### config.mk
export PLATFORM = sky130hd
export DESIGN_NAME = game_ctrl
export DESIGN_NICKNAME = d
export VERILOG_FILES = /design/src/rtl/game_pkg.sv /design/src/rtl/tick_counter.sv /design/src/rtl/game_ctrl.sv
export SDC_FILE = /design/constraint.sdc
export NUM_CORES = 1
export LEC_CHECK = 0
export CORE_UTILIZATION = 58
export CTS_CLUSTER_SIZE = 40
export DETAILED_ROUTE_END_ITERATION = 7
export DONT_BUFFER_PORTS = 1
export GPL_TIMING_DRIVEN = 0
export PLACE_DENSITY = 0.85
export SLEW_MARGIN = 40
export SYNTH_ARGS = -nofsm -noshare
export SYNTH_HDL_FRONTEND = slang
export SYNTH_HIERARCHICAL = 1
export SYNTH_SLANG_ARGS = --single-unit
### constraint.sdc
create_clock -name i_clk -period 2.4 [get_ports i_clk]
set_input_delay 0.36 -clock i_clk [delete_from_list [all_inputs] [get_ports i_clk]]
set_output_delay 0.36 -clock i_clk [all_outputs]
set_load 0.05 [all_outputs]
### src/rtl/game_pkg.sv
// Shared types and constants for the pac-man game controller: FSM states,
// movement directions and the key-to-direction priority decode.
package game_pkg;

  localparam int GRID_SIZE = 5;

  typedef enum logic [1:0] {
    ST_IDLE   = 2'd0,
    ST_PLAY   = 2'd1,
    ST_CAUGHT = 2'd2,
    ST_OVER   = 2'd3
  } state_t;

  typedef enum logic [1:0] {
    DIR_RIGHT = 2'd0,
    DIR_LEFT  = 2'd1,
    DIR_DOWN  = 2'd2,
    DIR_UP    = 2'd3
  } dir_t;

  // Key bits are [3] up, [2] down, [1] left, [0] right; higher bit wins.
  function automatic dir_t key_to_dir(input logic [3:0] key);
    if (key[3])      return DIR_UP;
    else if (key[2]) return DIR_DOWN;
    else if (key[1]) return DIR_LEFT;
    else             return DIR_RIGHT;
  endfunction

endpackage

### src/rtl/tick_counter.sv
// Free-running 0..DIV-1 counter that advances only while enabled; tick marks
// the terminal count of an enabled cycle.
module tick_counter #(
  parameter int DIV = 4
) (
  input  logic i_clk,
  input  logic i_rst_n,
  input  logic en,
  input  logic clr,
  output logic tick
);

  localparam int W = (DIV > 1) ? $clog2(DIV) : 1;
  localparam logic [W-1:0] LAST = W'(DIV - 1);

  logic [W-1:0] count;

  // NOTE: sequential state is written with non-blocking assignments only, so
  // every flop samples the pre-edge values regardless of block ordering.
  always_ff @(posedge i_clk or negedge i_rst_n) begin
    if (!i_rst_n) begin
      count <= '0;
    end else if (clr) begin
      count <= '0;
    end else if (en) begin
      count <= (count == LAST) ? '0 : count + W'(1);
    end
  end

  assign tick = en && (count == LAST);

endmodule

### src/rtl/game_ctrl.sv
// Game controller: paces pac-man and ghost movers, detects catches, runs the
// respawn sequence and keeps lives, score and the latched direction.
module game_ctrl
  import game_pkg::*;
#(
  parameter int PAC_DIV   = 25000000,
  parameter int GHOST_DIV = 50000000,
  parameter int LIVES     = 3,
  parameter int RESPAWN   = 4
) (
  input  logic       i_clk,
  input  logic       i_rst_n,
  input  logic       i_start,
  input  logic [3:0] i_key,
  input  logic [5:0] i_pac_x,
  input  logic [5:0] i_pac_y,
  input  logic [5:0] i_ghost_x,
  input  logic [5:0] i_ghost_y,
  output logic       o_pac_step,
  output logic [1:0] o_dir,
  output logic       o_ghost_step,
  output logic       o_mover_rst_n,
  output logic [1:0] o_state,
  output logic [1:0] o_lives,
  output logic [7:0] o_score,
  output logic       o_caught
);

  localparam int RW = (RESPAWN > 1) ? $clog2(RESPAWN) : 1;
  localparam logic [RW-1:0] RESP_LAST = RW'(RESPAWN - 1);

  state_t        state, state_nxt;
  dir_t          dir;
  logic [RW-1:0] resp_cnt;
  logic          pac_tick, ghost_tick;
  logic          pending, step_d;
  logic          play, start_go, resp_done, cnt_clr, collide;

  assign play      = (state == ST_PLAY);
  assign start_go  = ((state == ST_IDLE) || (state == ST_OVER)) && i_start;
  assign resp_done = (state == ST_CAUGHT) && (resp_cnt == RESP_LAST);
  assign cnt_clr   = start_go || resp_done;

  // Movers need one cycle to present the new position after a step.
  assign collide = play && !step_d &&
                   (i_pac_x == i_ghost_x) && (i_pac_y == i_ghost_y);

  tick_counter #(.DIV(PAC_DIV)) u_pac_div (
    .i_clk   (i_clk),
    .i_rst_n (i_rst_n),
    .en      (play),
    .clr     (cnt_clr),
    .tick    (pac_tick)
  );

  tick_counter #(.DIV(GHOST_DIV)) u_ghost_div (
    .i_clk   (i_clk),
    .i_rst_n (i_rst_n),
    .en      (play),
    .clr     (cnt_clr),
    .tick    (ghost_tick)
  );

  always_ff @(posedge i_clk or negedge i_rst_n) begin
    if (!i_rst_n) state <= ST_IDLE;
    else          state <= state_nxt;
  end

  // NOTE: every combinational output gets a default first so no path leaves
  // it unassigned and no latch is inferred.
  always_comb begin
    state_nxt = state;
    case (state)
      ST_IDLE, ST_OVER: if (i_start) state_nxt = ST_PLAY;
      ST_PLAY:          if (collide) state_nxt = ST_CAUGHT;
      ST_CAUGHT:        if (resp_done) state_nxt = (o_lives == 2'd0) ? ST_OVER : ST_PLAY;
      default:          state_nxt = ST_IDLE;
    endcase
  end

  always_comb begin
    o_pac_step    = 1'b0;
    o_ghost_step  = 1'b0;
    o_caught      = 1'b0;
    o_mover_rst_n = 1'b0;
    case (state)
      ST_PLAY: begin
        o_mover_rst_n = 1'b1;
        if (collide) begin
          o_caught = 1'b1;
        end else begin
          o_pac_step   = pac_tick;
          o_ghost_step = pending || (ghost_tick && !pac_tick);
        end
      end
      ST_OVER: o_mover_rst_n = 1'b1;
      default: ;
    endcase
  end

  always_ff @(posedge i_clk or negedge i_rst_n) begin
    if (!i_rst_n) begin
      dir      <= DIR_RIGHT;
      o_lives  <= 2'd0;
      o_score  <= 8'd0;
      resp_cnt <= '0;
      pending  <= 1'b0;
      step_d   <= 1'b0;
    end else begin
      if (i_key != 4'd0) dir <= key_to_dir(i_key);

      step_d <= o_pac_step || o_ghost_step;

      // A ghost step colliding with a pac step is deferred by one cycle.
      if (cnt_clr)                       pending <= 1'b0;
      else if (o_pac_step && ghost_tick) pending <= 1'b1;
      else if (o_ghost_step)             pending <= 1'b0;

      if (state == ST_CAUGHT && !resp_done) resp_cnt <= resp_cnt + RW'(1);
      else                                  resp_cnt <= '0;

      if (start_go)     o_lives <= 2'(LIVES);
      else if (collide) o_lives <= o_lives - 2'd1;

      if (start_go)                             o_score <= 8'd0;
      else if (o_pac_step && o_score != 8'hFF)  o_score <= o_score + 8'd1;
    end
  end

  assign o_dir   = dir;
  assign o_state = state;

endmodule

After elaboration in Yosys (flattened, before gate mapping)
Cells that the tools add are included.
- flip-flop bits (word level): 69
- input bits: 31
- output and inout bits: 18
- word-level logic and storage cells: 83
- $add $sub $neg: 5
- equality and inequality tests: 12
- muxes and demuxes: 29
- reduce and logical (&&, ||, !) cells: 28
- operators with widths (kind ; number):
    $mux W26 ; 3
    $mux W25 ; 3
    $add A26 B1 Y26 const B ; 1
    $eq A26 B26 Y1 const B ; 1
    $add A25 B1 Y25 const B ; 1
    $eq A25 B25 Y1 const B ; 1
    $mux W2 ; 9
    $mux W8 ; 2
    $eq A6 B6 Y1 ; 2
    $logic_and A1 B1 Y1 ; 11
    $mux W1 ; 11
    $add A8 B1 Y8 const B ; 1
    $ne A8 B8 Y1 const B ; 1
    $eq A2 B2 Y1 const B ; 3
    $pmux W2 S3 ; 1
    $reduce_bool A2 Y1 ; 3
    $logic_not A2 Y1 ; 2
    $logic_or A1 B1 Y1 ; 4
    $ne A2 B2 Y1 const B ; 2
    $reduce_bool A4 Y1 ; 1
    $reduce_or A2 Y1 ; 2
    $logic_not A1 Y1 ; 3
    $reduce_and A3 Y1 ; 1
    $reduce_bool A3 Y1 ; 1
    4 further kinds ; 4

Depth between registers and ports, before layout
Gate-level depths: netlist (run 1).
- depth in word-level cells: 10
- gate-level depth with buffers: 11
- gate-level depth less buffers: 10

Hierarchy
The synthesis (run 1) kept the hierarchy.
- modules (own cells, without submodules) (module ; times used ; cells each ; area an instance (µm²) ; seq. area each (µm²)):
    tick_counter (u_ghost_div) ; 1 ; 173 ; 1551.5 ; 650.6
    tick_counter (u_pac_div) ; 1 ; 169 ; 1508.9 ; 625.6
    game_ctrl ; 1 ; 126 ; 1146.1 ; 450.4

Worst setup path after synthesis (run 1)
No wires, ideal clock.
- path kind: flip-flop to output port
- from: register state[0] (netlist: o_state[0])
- to: output o_ghost_step
- arrival time: 2.519 ns
- required time: 2.040 ns
- slack: -0.479 ns
- cell stages (with the launch flop): 7
- buffers on the path: 1
- cells stage by stage: dfrtp_1 -> ha_1 -> clkbuf_1 -> inv_1 -> nor4_1 -> a21oi_1 -> nor2_1
- elaborated cells between the ends (all ways): 11
- classes of those cells: eq/ne (1); mux (2); reduce/logical (8)
- RTL lines (what ; RTL line ; RTL):
    start, declared ; game_ctrl.sv:32 ; state_t state, state_nxt;
    start signal, assigned ; game_ctrl.sv:66 ; else state <= state_nxt;
    $eq A2 B1 Y1 ; game_ctrl.sv:39 ; assign play = (state == ST_PLAY);
    named net play ; game_ctrl.sv:37 ; logic play, start_go, resp_done, cnt_clr, collide;
    $logic_and A1 B1 Y1 ; tick_counter.sv:30 ; assign tick = en && (count == LAST);
    named net ghost_tick ; game_ctrl.sv:35 ; logic pac_tick, ghost_tick;
    $logic_and A1 B1 Y1 ; game_ctrl.sv:93 ; o_ghost_step = pending || (ghost_tick && !pac_tick);
    $logic_or A1 B1 Y1 ; game_ctrl.sv:93 ;
    $mux W1 ; game_ctrl.sv:89 ; if (collide) begin
    $mux W1 ; game_ctrl.sv:86 ; case (state)
    end, declared ; game_ctrl.sv:21 ; output logic o_ghost_step,
The timed path passes the listed nets, and every way through them passes these cells.

Final worst setup path (run 1)
- from: register state[1] (netlist: o_state[1])
- to: register o_score[5]
- elaborated cells between the ends (all ways): 14
- classes of those cells: eq/ne (2); mux (3); reduce/logical (9)
- RTL lines (what ; RTL line ; RTL):
    $eq A2 B1 Y1 ; game_ctrl.sv:39 ;
    named net play ; game_ctrl.sv:37 ;
    $logic_and A1 B1 Y1 ; tick_counter.sv:30 ;
    named net pac_tick ; game_ctrl.sv:35 ;
    $mux W1 ; game_ctrl.sv:89 ;
    $mux W1 ; game_ctrl.sv:86 ;
    $logic_and A1 B1 Y1 ; game_ctrl.sv:126 ; else if (o_pac_step && o_score != 8'hFF) o_score <= o_score + 8'd1;
    $reduce_bool A2 Y1 (no source line) ; - ;
    end signal, assigned ; game_ctrl.sv:126 ;
    end, declared ; game_ctrl.sv:25 ; output logic [7:0] o_score,
The timed path passes the listed nets, and every way through them passes these cells.
A chain may end at the register's enable or synchronous reset.

==> flow_summary.yaml, run 1 <==
global_routing:
  grt_pass1_vias: 3774
  grt_start_max_net_pins: 70
  grt.total_usage_pct: 29.2
  antenna_found_initial: 0
  grt-ovfl-total: 0
  grt_pass1_wl_um: 17400
critical_path:
  crit_required_ns: 2.66
  crit_path_max_incr_delay_ns: 0.54
  startpoint_type: "register"
  crit_slowest_cell: "dfrtp_2"
  crit_fanout: 8
  setup.worst_path.class: "reg -> reg"
  crit_arrival_ns: 2.99
  crit_chain: "inv_2, ha_4, buf_8, inv_4, nor3_2, and3_4, nand4_1, a31oi_2, nand2_2, or4_4, a21oi_2"
  cp-end-kind: "register"
run:
  max-cap-violations: 0
power_and_ir_drop:
  p_per_area_mw_per_mm2: 596
  p_total_w: 0.00293
  ir_drop_mv: 0.262
  p_leak_nw: 2.10
routing:
  viasPerCell: 6.77
  routed_wl_um: 11700
  drc: 0
  drt_first_pass_iters: 6
  avgRoutedWirePerCell_um: 19.4
  ant_nets: 0
  vias: 4076
  drtIter0Drc: 395
placement:
  io_buffers: 0
  hpwlAfterDp_um: 7020
  place.gp.congestion: 0.930
clock_tree:
  cts_buffers: 9
  cts_tree: "yes"
  clockRootBuffer: "clkbuf_8"
  clock_path_buffers: 2
  path_clk_slew_ns: 0.07
  htree_levels: 3
  numClockSinks: 69
  clk_latency_ns: 0.33
sta:
  tightest_slew_ns: 0.630
  rsz0062_at_grt: "yes"
  fin_skew_ns: 0.0131
  post-route-period-util_pct: 114
  hold_viol: 0
  fmax_mhz: 367
  finalMaxSlewViolations: 0
  max_slew_margin_pct: 57.7
  timing.final.ws_setup_ns: -0.324
  fin_crit_ns: 2.72
  final-setup-viol-count: 23
finish:
  final_util_pct: 71.2
  drive_gt1_share_pct: 20.4
  mostFrequentLayoutCell: "dfrtp_1"
  fillers: 474
  syn_to_final_growth_pct: 17.0
  diodes: 0
  nets: 541
  final_cell_mix: "65 x dfrtp_1, 42 x nor2_1, 41 x nand2_1"
die:
  die_h_um: 87.2
  fp.dieW_um: 87.2
  die_area_mm2: 0.00760
  core-area_mm2: 0.00691
  ios: 49
  row_count: 30
  initial_core_util_pct: 60.9
outcome:
  violations: "negative setup slack"
  status: "finished, violations left"
yosys:
  ys.flop_type: "dfrtp_1"
  ys_warn_count: 6
  synth_top_area_cell: "dfrtp_1"
  synth_area_per_cell_um2: 8.99
  syn_inst: 468
  ys_async_sr_fraction_pct: 100
  yosysTopAreaCellShare_pct: 41.0
  synth_edf_count: 0
  synth_fp_nets: 507
  synth_area_leaders: "dfrtp_1 41%, xor2_1 5.2%, nor2_1 4.0%, nand4_1 3.9%, nand2_1 3.8%"
  netlist_area_mm2: 0.00421
  synth.distinct_cells: 61
  ys_seq_area_share_pct: 41.0
  synth-seq-cells: 69
hold_path:
  hold_path_class: "in -> reg"
where the power goes:
group | switching (W) | leakage [nW] | internal [W]
Combinational | 0.000318 | 1.09 | 0.000231
Sequential | 0.000241 | 0.919 | 0.00128
Clock | 0.000407 | 0.0926 | 0.000454
Total | 0.000966 | 2.10 | 0.00197
synthesized netlist by cell type (6+ instances only):
cell / count
nor3_1: 9
and3_1: 12
inv_1: 18
or4_1: 14
nand2_1: 43
nor2_1: 45
nand4_1: 26
xor2_1: 25
or3_1: 13
a21oi_1: 27
o31ai_1: 10
nor4_1: 7
a31oi_1: 7
ha_1: 8
o21ai_0: 13
nand3_1: 28
clkbuf_1: 6
xnor2_1: 6
dfrtp_1: 69
layer usage:
| layer | track usage [%] | wire length (um) | part of all wire (%) |
|---|---|---|---|
| met5 | 0 | 0 | 0 |
| met3 | 5.21 | 960 | 8.2 |
| met4 | 14.5 | 439 | 3.8 |
| met1 | 35.1 | 4480 | 38 |
| met2 | 50.4 | 5780 | 50 |
per-stage QoR:
stage          worst slack, ns  cells  hold WS [ns]  TNS, ns  instance area, um^2
6_report                -0.324    602         0.137    -2.90                 4920
5_1_grt                 -0.407    602         0.126    -5.19                 4920
4_1_cts                 -0.291    591         0.125    -3.04                 4780
3_5_place_dp            -0.343    564        0.0658    -8.62                 4370
3_3_place_gp            -0.317    564        0.0657    -6.90                 4370
2_1_floorplan          -0.0820    468        0.0644   -0.111                 4250
final timing paths:
path                                  start  slack, ns  cells after the start                  end
worst min-delay path               i_key[3]       0.14                      1             o_dir[1]
min in group asynchronous           i_rst_n       0.59                      2           o_score[5]
worst min register to register  resp_cnt[0]       0.44                      1          resp_cnt[0]
worst max-delay path             o_state[1]      -0.32                     11           o_score[5]
worst max register to register   o_state[1]      -0.32                     11           o_score[5]
max in group asynchronous           i_rst_n       1.52                      2  u_pac_div/count[17]
cells by family after synthesis:
family	after synthesis	share of synthesized area, %
and+or+nand+nor	233	31.3
AOI/OAI and AO/OA	87	13.2
DFF	69	41.0
buffers and inverters	36	4.64
xor gates and xnor gates	31	6.45
adders and majority gates	8	2.38
muxes	4	0.982
worst max-delay path, delay by kind of cell, from the launching register on:
family                   cells  cell delay [ns]
AO/OA/AOI/OAI                2             0.44
adder cells (fa/ha/maj)      1             0.18
buffers and inverters        3             0.33
flip-flops                   1             0.54
AND/OR/NAND/NOR              5             1.17
area by class of cell:
class,instances,area [um^2],area share (%)
sequential,69,1730,35.2
buffer,16,160,3.26
tap,96,120,2.44
inverter,20,85.1,1.73
clock buffer,14,173,3.51
clock inverter,1,5.00,0.102
timing repair buffer,23,220,4.48
multi-input combinational,363,2420,49.2
flip-flops by register name, indices dropped and copies added, names as in the netlist:
register,count
u_ghost_div/count,26
o_score,8
resp_cnt,2
o_lives,2
step_d,1
u_pac_div/count,25
o_state,2
pending,1
o_dir,2
repair_timing:
action | in CTS | in global routing
pin swaps | 6 | 7
setup endpoints to repair | 50 | 36
buffers inserted | 9 | 11
gates cloned | 1 | 0
hold buffers | 2 | 0
gates resized for setup | 22 | 23
endpoints found under the hold margin | 69 | 0
No activity file was read; power rests on OpenSTA's default activity.
==> run 2: changes to the inputs <==
--- a/config.mk
+++ b/config.mk
@@ -11,6 +11,7 @@
 export DONT_BUFFER_PORTS = 1
 export GPL_TIMING_DRIVEN = 0
 export PLACE_DENSITY = 0.85
+export SKIP_CTS_REPAIR_TIMING = 1
 export SLEW_MARGIN = 40
 export SYNTH_ARGS = -nofsm -noshare
 export SYNTH_HDL_FRONTEND = slang
==> flow_summary.yaml, run 2 (same netlist as run 1, synthesis figures left out) <==
finish:
  multi_input_area_mm2: 0.00249
  design_area_mm2: 0.00497
  fillers: 467
  drive_gt1_share_pct: 22.8
  mostFrequentLayoutCell: "dfrtp_1"
  seqCellArea_mm2: 0.00173
  largestRegisters: "u_ghost_div/count x26, u_pac_div/count x25, o_score x8"
  nets: 539
  syn_to_final_growth_pct: 18.2
  final_cell_mix: "66 x dfrtp_1, 42 x nor2_1, 40 x nand2_1"
  diodes: 0
  largest_reg_flops: 26
  largest_register: "u_ghost_div/count"
die:
  ios: 49
  fp.dieW_um: 87.2
  initial_core_util_pct: 60.9
  row_count: 30
  core-area_mm2: 0.00691
  die_h_um: 87.2
  die_area_mm2: 0.00760
clock_tree:
  clk_latency_ns: 0.34
  htree_levels: 3
  cts_buffers: 9
  clockRootBuffer: "clkbuf_8"
  cts_tree: "yes"
  clock_path_buffers: 2
  numClockSinks: 69
  path_clk_slew_ns: 0.07
hold_path:
  hold_path_class: "in -> reg"
placement:
  pre_cts_slack_ns: -0.343
  placed_area_mm2: 0.00437
  io_buffers: 0
  place.gp.congestion: 0.930
  hpwlAfterDp_um: 7020
routing:
  drt_first_pass_iters: 7
  drtIter0Drc: 592
  routed_wl_um: 11900
  avgRoutedWirePerCell_um: 19.8
  vias: 4139
  drc: 0
  viasPerCell: 6.90
  ant_nets: 0
global_routing:
  grt_pass1_vias: 3634
  grt_start_max_net_pins: 70
  grt-ovfl-total: 0
  grt.total_usage_pct: 27.1
  antenna_found_initial: 0
  grt_pass1_wl_um: 16300
outcome:
  violations: "negative setup slack"
  status: "finished, violations left"
sta:
  final-setup-viol-count: 18
  hold_viol: 0
  fin_crit_ns: 2.96
  max_slew_margin_pct: 58.3
  fmax_mhz: 337
  timing.final.ws_setup_ns: -0.564
  finalMaxSlewViolations: 0
  post-route-period-util_pct: 123
  tightest_slew_ns: 0.621
  fin_skew_ns: 0.0133
  rsz0062_at_grt: "yes"
critical_path:
  crit_required_ns: 2.66
  crit_arrival_ns: 3.23
  crit_fanout: 6
  startpoint_type: "register"
  cp-end-kind: "register"
  setup.worst_path.class: "reg -> reg"
power_and_ir_drop:
  ir_drop_mv: 0.267
  p_per_area_mw_per_mm2: 592
  p_leak_nw: 2.10
  p_total_w: 0.00295
run:
  max-cap-violations: 0
[run 2: changes by cell type in the layout (fill, tap and decap cells not counted), sizes merged]
cell	previous run	this run
buf	31	30
inv	20	19
clkinv	1	2
bufbuf	1	0
[run 2: per-stage QoR]
step	util (%)	hold slack, ns	TNS (ns)	cells
global placement	63.2	0.0657	-6.90	564
detailed placement	63.2	0.0658	-8.62	564
global route	72.0	0.101	-6.11	600
CTS	65.8	-0.298	-10.60	579
floorplan	-	0.0644	-0.111	468
finish	72.0	0.116	-4.61	600
[run 2: area by class of cell]
cell class | count | area share (%)
Timing Repair Buffer | 22 | 4.53
Clock inverter | 1 | 0.101
Clock buffer | 14 | 3.47
Inverter | 20 | 1.69
Multi-Input combinational cell | 363 | 50.1
Sequential cell | 69 | 34.9
Tap cell | 96 | 2.42
Buffer | 15 | 2.87
[run 2: critical path, stage by stage, from the launching register on]
cell and delay, ns:
dfrtp_2 0.46, or4_4 0.57, nor4_4 0.41, and3_4 0.29, inv_1 0.11, a31oi_1 0.31, nand3_1 0.21, or3_1 0.37
a21oi_1 0.17
[run 2: layer usage]
metal  share of wire (%)  GRT usage (%)  wire length, um  up-vias
met5                   0              0                0        -
met4                 4.0           11.2              475        0
met3                 9.2           4.45             1100       70
met2                  48           46.9             5730      271
met1                  39           33.9             4580     2004
li1                    -              -                -     1794
[run 2: path summary, 6_finish.rpt]
check / startpoint / to / depth (start not counted) / slack, ns
hold reg to reg: resp_cnt[0] / resp_cnt[0] / 1 / 0.45
setup / recovery: u_pac_div/count[17] / o_score[6] / 8 / -0.56
setup reg to reg: u_pac_div/count[17] / o_score[6] / 8 / -0.56
hold / removal: i_key[3] / o_dir[1] / 1 / 0.12
max in group asynchronous: i_rst_n / o_state[0] / 2 / 1.53
min in group asynchronous: i_rst_n / o_score[3] / 2 / 0.57
[run 2: where the power goes]
| part | internal (W) | switching [W] | total, W |
|---|---|---|---|
| Sequential | 0.00128 | 0.000239 | 0.00152 |
| Combinational | 0.000228 | 0.000323 | 0.000551 |
| Clock | 0.000454 | 0.000421 | 0.000875 |
| Total | 0.00196 | 0.000983 | 0.00295 |
==> run 3: changes to the inputs <==
--- a/config.mk
+++ b/config.mk
@@ -5,6 +5,7 @@
 export SDC_FILE = /design/constraint.sdc
 export NUM_CORES = 1
 export LEC_CHECK = 0
+export ABC_CLOCK_PERIOD_IN_PS = 2400
 export CORE_UTILIZATION = 58
 export CTS_CLUSTER_SIZE = 40
 export DETAILED_ROUTE_END_ITERATION = 7
==> results of run 3 <==
No change in the layout: final DEF, timing and power equal those of run 2.
